File: src/rtl/moore_pkg.sv
// Shared constants and helpers for the Moore ring selector family.
package moore_pkg;

  localparam logic DIR_UP = 1'b0;
  localparam logic DIR_DN = 1'b1;

  localparam int MODE_SAT  = 0;
  localparam int MODE_WRAP = 1;

  // Index width that never collapses to zero bits for tiny rings.
  function automatic int clog2_min1(input int n);
    return (n <= 2) ? 1 : $clog2(n);
  endfunction

endpackage

File: src/rtl/moore_ring_next.sv
// Next-state and flag-event logic for the ring selector; purely combinational.
module moore_ring_next
  import moore_pkg::*;
#(
  parameter int NUM_CH = 4,
  parameter int WRAP   = MODE_WRAP,
  localparam int SEL_W = clog2_min1(NUM_CH)
) (
  input  logic [SEL_W-1:0] sel,
  input  logic             adv,
  input  logic             dir,
  input  logic             ld,
  input  logic [SEL_W-1:0] ld_sel,
  output logic [SEL_W-1:0] next_sel,
  output logic             set_wrap,
  output logic             set_at_end,
  output logic             clr_at_end,
  output logic             set_ld_err
);

  localparam logic [SEL_W-1:0] LAST = SEL_W'(NUM_CH - 1);

  logic ld_ok;
  logic sel_bad;

  // Compare in int width so power-of-two rings do not produce constant compares.
  assign ld_ok   = (int'(ld_sel) < NUM_CH);
  assign sel_bad = (int'(sel) >= NUM_CH);

  always_comb begin
    // NOTE: every output gets a default first so no path infers a latch.
    next_sel   = sel;
    set_wrap   = 1'b0;
    set_at_end = 1'b0;
    clr_at_end = 1'b0;
    set_ld_err = 1'b0;

    if (ld && ld_ok) begin
      next_sel   = ld_sel;
      clr_at_end = 1'b1;
    end else if (sel_bad) begin
      next_sel   = '0;
      clr_at_end = 1'b1;
      set_ld_err = ld;
    end else if (ld) begin
      set_ld_err = 1'b1;
    end else if (adv) begin
      if (dir == DIR_UP) begin
        if (sel != LAST) begin
          next_sel   = sel + 1'b1;
          clr_at_end = 1'b1;
        end else if (WRAP == MODE_WRAP) begin
          next_sel   = '0;
          set_wrap   = 1'b1;
          clr_at_end = 1'b1;
        end else begin
          set_at_end = 1'b1;
        end
      end else begin
        if (sel != '0) begin
          next_sel   = sel - 1'b1;
          clr_at_end = 1'b1;
        end else if (WRAP == MODE_WRAP) begin
          next_sel   = LAST;
          set_wrap   = 1'b1;
          clr_at_end = 1'b1;
        end else begin
          set_at_end = 1'b1;
        end
      end
    end
  end

endmodule

File: src/rtl/moore_ring_sel.sv
// NUM_CH-state Moore ring selector: registered index steps/loads and picks a data channel onto y.
module moore_ring_sel
  import moore_pkg::*;
#(
  parameter int WIDTH  = 3,
  parameter int NUM_CH = 4,
  parameter int WRAP   = MODE_WRAP,
  localparam int SEL_W = clog2_min1(NUM_CH)
) (
  input  logic                    clk,
  input  logic                    rst,
  input  logic                    adv,
  input  logic                    dir,
  input  logic                    ld,
  input  logic [SEL_W-1:0]        ld_sel,
  input  logic [NUM_CH*WIDTH-1:0] d_in,
  output logic [WIDTH-1:0]        y,
  output logic [SEL_W-1:0]        sel,
  output logic                    wrap,
  output logic                    at_end,
  output logic                    ld_err
);

  logic [SEL_W-1:0] next_sel;
  logic             set_wrap;
  logic             set_at_end;
  logic             clr_at_end;
  logic             set_ld_err;

  moore_ring_next #(
    .NUM_CH (NUM_CH),
    .WRAP   (WRAP)
  ) u_next (
    .sel        (sel),
    .adv        (adv),
    .dir        (dir),
    .ld         (ld),
    .ld_sel     (ld_sel),
    .next_sel   (next_sel),
    .set_wrap   (set_wrap),
    .set_at_end (set_at_end),
    .clr_at_end (clr_at_end),
    .set_ld_err (set_ld_err)
  );

  // NOTE: sequential state uses non-blocking assignments so all registers update together.
  always_ff @(posedge clk or posedge rst) begin
    if (rst) begin
      sel    <= '0;
      wrap   <= 1'b0;
      at_end <= 1'b0;
      ld_err <= 1'b0;
    end else begin
      sel    <= next_sel;
      wrap   <= set_wrap;
      ld_err <= set_ld_err;
      if (set_at_end)      at_end <= 1'b1;
      else if (clr_at_end) at_end <= 1'b0;
    end
  end

  // Output mux depends only on the registered index and channel data.
  always_comb begin
    y = '0;
    for (int k = 0; k < NUM_CH; k++) begin
      if (int'(sel) == k) y = d_in[k*WIDTH +: WIDTH];
    end
  end

endmodule

File: config.mk
export PLATFORM = sky130hd
export DESIGN_NAME = moore_ring_sel
export DESIGN_NICKNAME = d
export VERILOG_FILES = /design/src/rtl/moore_pkg.sv /design/src/rtl/moore_ring_next.sv /design/src/rtl/moore_ring_sel.sv
export SDC_FILE = /design/constraint.sdc
export NUM_CORES = 1
export LEC_CHECK = 0
export ABC_AREA = 1
export ABC_CLOCK_PERIOD_IN_PS = 2200
export CAP_MARGIN = 20
export CORE_AREA = 2 2 39 41
export DETAILED_ROUTE_END_ITERATION = 10
export DIE_AREA = 0 0 41 43
export GPL_ROUTABILITY_DRIVEN = 1
export PLACE_DENSITY = 0.78
export SLEW_MARGIN = 10
export SYNTH_ARGS = -nofsm -noshare
export SYNTH_HDL_FRONTEND = slang
export SYNTH_HIERARCHICAL = 1
export SYNTH_SLANG_ARGS = --single-unit
File: constraint.sdc
create_clock -name clk -period 2.2 [get_ports clk]
set_clock_uncertainty 0.2 [all_clocks]
set_input_delay 0.33 -clock clk [delete_from_list [all_inputs] [get_ports clk]]
set_output_delay 0.33 -clock clk [all_outputs]
set_load 0.005 [all_outputs]
Word-level counts from Yosys, hierarchy flattened

Index checks and enable logic that the tools add are counted.

Register bits after elaboration: 3
Output and inout port bits: 8

$add $sub $neg: 2
Equal/unequal tests: 4
Muxes and demuxes: 14
Reduce and logical (&&, ||, !) cells: 3

Operators by type and width:

| operator                                                            | number |
|---|---|
| 3-bit 2-to-1 mux                                                    | 4 |
| 2-bit 2-to-1 mux                                                    | 5 |
| 1-bit 2-to-1 mux                                                    | 5 |
| 2-bit == test (second input constant)                               | 2 |
| 2-bit nonzero test                                                  | 2 |
| 2-bit by 1-bit adder with 2-bit output (second input constant)      | 1 |
| 2-bit by 1-bit == test with 1-bit output (second input constant)    | 1 |
| 2-bit zero test                                                     | 1 |
| 2-bit inequality test (second input constant)                       | 1 |
| 2-bit by 1-bit subtractor with 2-bit output (second input constant) | 1 |

Longest topological paths before layout

Depth in word-level cells: 5
Depth in mapped cells: 6
Mapped depth without buffers: 6

By module

The synthesis kept the hierarchy.

By module, submodules not included:

| module          | times used | cells an instance | area an instance (um^2) | sequential area each (um^2) |
|---|---|---|---|---|
| moore_ring_sel  | 1          | 28                | 252.7                   | 125.1 |
| moore_ring_next | 1          | 31                | 152.6                   | 0.0 |

Least setup slack after synthesis

OpenSTA, ideal clock, no wires.

Path type: register to output
From: register sel[0]
To: output y[0]
Arrival time: 794 ps
Setup slack: 876 ps
Stages on the path, launching flop included: 5
Path buffers: 1
Cell sequence: dfrtp_1 buf_4 nor2_4 nand2_1 nand4_1

Word-level cells in the longest chain between the ends: 5

Ends and longest elaborated chain:

| element                       | RTL line             | text |
|---|---|---|
| start, declared               | moore_ring_sel.sv:18 | `output logic [SEL_W-1:0] sel,` |
| start signal, assigned        | moore_ring_sel.sv:54 | `sel <= next_sel;` |
| 2-bit zero test               | moore_ring_sel.sv:66 | `if (int'(sel) == k) y = d_in[k*WIDTH +: WIDTH];` |
| 3-bit 2-to-1 mux (3 in a row) | moore_ring_sel.sv:66 |  |
| 3-bit 2-to-1 mux (*)          | moore_ring_sel.sv:66 |  |
| end, declared                 | moore_ring_sel.sv:17 | `output logic [WIDTH-1:0] y,` |

Mark *: on every way between the ends. The rest lies on a longest branch, timed or not.

Final worst setup path

From: register sel[1]
To: output y[1]

The elaborated chain is that of the path after synthesis.

==> metrics.txt <==
outcome=finished, final reports clean; P&R area growth vs syn=68.8%; Worst Reg2Reg Path Length in Cells=6; largest net degree at the start of global routing=14; setup ws final=140 ps; maximum vdd drop=224 uV; Die H=43 um; H-Tree Depth=1; Final Max Tran Viols=0; Flop pwr share=34.2%; Rows=14; max frequency=485 MHz; DP Cell Count=98; layout cells sized above 1=10.5%; unrepaired setup endpoints after global routing=no; dpl ws=162 ps; internal power=252 uW; Distinct cells, synth=18; number of global-route vias before repair=376; sw power=101 uW; top cell type's share of synthesized area=30.9%; CTS tree=yes; Boundary Pins=27; top post-synthesis cells by count=inv_1 (10), nand2_1 (10), nand3_1 (10), dfrtp_1 (5), nor2_1 (5); DP Area=656 sq um; final setup vio count=0; critical path fanouts, max=12; Critical Path AT=1530 ps; Synth Flop Type=dfrtp_1; asr flop ratio synth=100%; CTS clk-pin slew, worst paths=40 ps; fin crit period=2060 ps; Hold WC Path Type=in2async; final instance area=684 sq um; # fillers=137; Max-cap violations=0; CP startpoint kind=register; CP Data Required Time=1670 ps; clock sinks=5; vias post-DR=436; drt wl/cell=8.78 um; CTS root buf=clkbuf_4; power share of the clock group=29.1%; Initial Utilization=29.3%; core footprint=1380 sq um; Final Wtd Congestion=0.715; Syn Area/Cell=6.87 sq um; part of the Yosys area used for sequential elements=30.9%; total grt overflow=0; Bufs on Longest Clock Path=2; postcts setup bufs=0; Crit path max-delay family=buffers and inverters; slowest cell on the critical path=clkdlybuf4s50_1; clk_lat worst skew=240 ps; Area contributors post-synth=dfrtp_1 (31%), nand3_1 (12%), inv_1 (9.3%); final worst path period share=93.7%; Ys Warns=6; Logic pwr share=36.7%; # port buffers=26; Total GRT Usage=11.2%; slowest cell delay on critical path=510 ps; R2R Path End=sel[1]; Yosys top cell by area=dfrtp_1; NumNets Final=108; Final Non-Filler Cells=102; Routed Antenna Nets=0; Sw Share=28.6%; TNS Setup=0 ps; diode count=0; worst r2r src=sel[0]; HPWL Detailed=733 um; synthesized flop and latch total=5; initial antenna violation count=0; DRT Pass-1 Iters=3; number of synthesized flops with an enable pin=0; Worst Path Class, Setup=reg2out; vias per inst=4.27; worst path bufs/invs=1; Post-Route WL=896 um; first-pass GRT wire length=1.32 mm; Lkg Pwr=0.328 nW; die width=41 um; Critical Path End Type=primary output; Cell Area, Synth=405 sq um; worst reg2reg setup slack=750 ps; Synth Instances=59; CTS Buf Count=3; DRC viols=0; worst-path cell chain=nor2_4, nand2_1, nand4_1, clkdlybuf4s50_1; Hold Violations, Final=0; die area=1760 sq um; First DRT Iteration DRCs=4; pwr/cell area=516 nW/um^2
==> sequential cells by signal, indices dropped and copies added (netlist names) <==
name    count
sel         2
at_end      1
wrap        1
ld_err      1
==> worst register-to-register path: stages (launching register included) <==
cell	delay, ps
dfrtp_2	510
inv_1	90
ha_1	310
inv_1	50
nand2_1	50
nand3_1	70
nand2_1	50
==> power by group through the flow <==
stage	registers [mW]	clock network [mW]	logic [mW]
floorplan	0.109	0	0.0720
global placement	0.121	0	0.127
detailed placement	0.121	0	0.131
CTS	0.120	0.106	0.131
global route	0.122	0.118	0.149
finish	0.121	0.103	0.129
==> layout make-up <==
class | count | area (sq um) | area share (%)
Clock buffer | 4 | 26.3 | 3.84
Sequential cell | 5 | 128 | 18.6
Timing Repair Buffer | 26 | 260 | 38.0
Multi-Input combinational cell | 39 | 205 | 30.0
Inverter | 12 | 45.0 | 6.58
Tap cell | 16 | 20.0 | 2.93
==> stage by stage <==
stage          utilization [%]  power [mW]  hold slack [ps]
3_3_place_gp              47.4       0.248              305
2_1_floorplan                -       0.181            -91.5
5_1_grt                   49.5       0.389             95.8
4_1_cts                   49.3       0.357             80.8
6_report                  49.5       0.353             81.3
3_5_place_dp              47.4       0.252              313
==> what timing repair did <==
action                                  in CTS  in global routing
endpoints found under the setup margin       0                  3
gates resized for setup                      0                  2
hold buffers                                 0                  0
==> layout by cell type (no fill, tap or decap), drive strengths merged, types with 2 or more instances in the layout <==
cell type | netlist | routed
nand4 | 3 | 3
nand2 | 11 | 11
nand3 | 10 | 10
clkbuf | 0 | 4
conb | 1 | 2
nor2 | 6 | 6
dfrtp | 5 | 5
inv | 12 | 12
clkdlybuf4s50 | 0 | 26
ha | 2 | 2
==> metal layers <==
metal | up-vias | part of all wire [%] | routed length [um] | GRT usage, %
met5 | - | 0 | 0 | 0
met4 | 0 | 0 | 0 | 6.00
met3 | 0 | 14 | 127 | 6.81
met2 | 21 | 47 | 421 | 19.1
met1 | 179 | 39 | 347 | 9.24
li1 | 236 | - | - | -
==> how the worst max path moves through the flow <==
stage / from / end / slack (ps) / cells after the start
6_report: sel[1] / y[1] / 140 / 4
5_1_grt: sel[1] / y[0] / 40 / 4
4_1_cts: sel[0] / y[1] / 20 / 3
3_5_place_dp: d_in[10] / y[1] / 160 / 4
3_3_place_gp: d_in[11] / y[2] / 190 / 4
2_1_floorplan: sel[0] / y[0] / 880 / 4
==> logic make-up (layout without fill, tap and decap cells) <==
logic type | after synthesis | after routing | synth area share [%]
other | 1 | 2 | 0.925
adder cells (fa/ha/maj) | 2 | 2 | 6.17
flip-flops | 5 | 5 | 30.9
AND/OR/NAND/NOR | 31 | 31 | 36.4
AO/OA/AOI/OAI | 4 | 4 | 6.17
buffers and inverters | 16 | 42 | 19.4
Note: power is estimated with default switching activity, not from simulation.
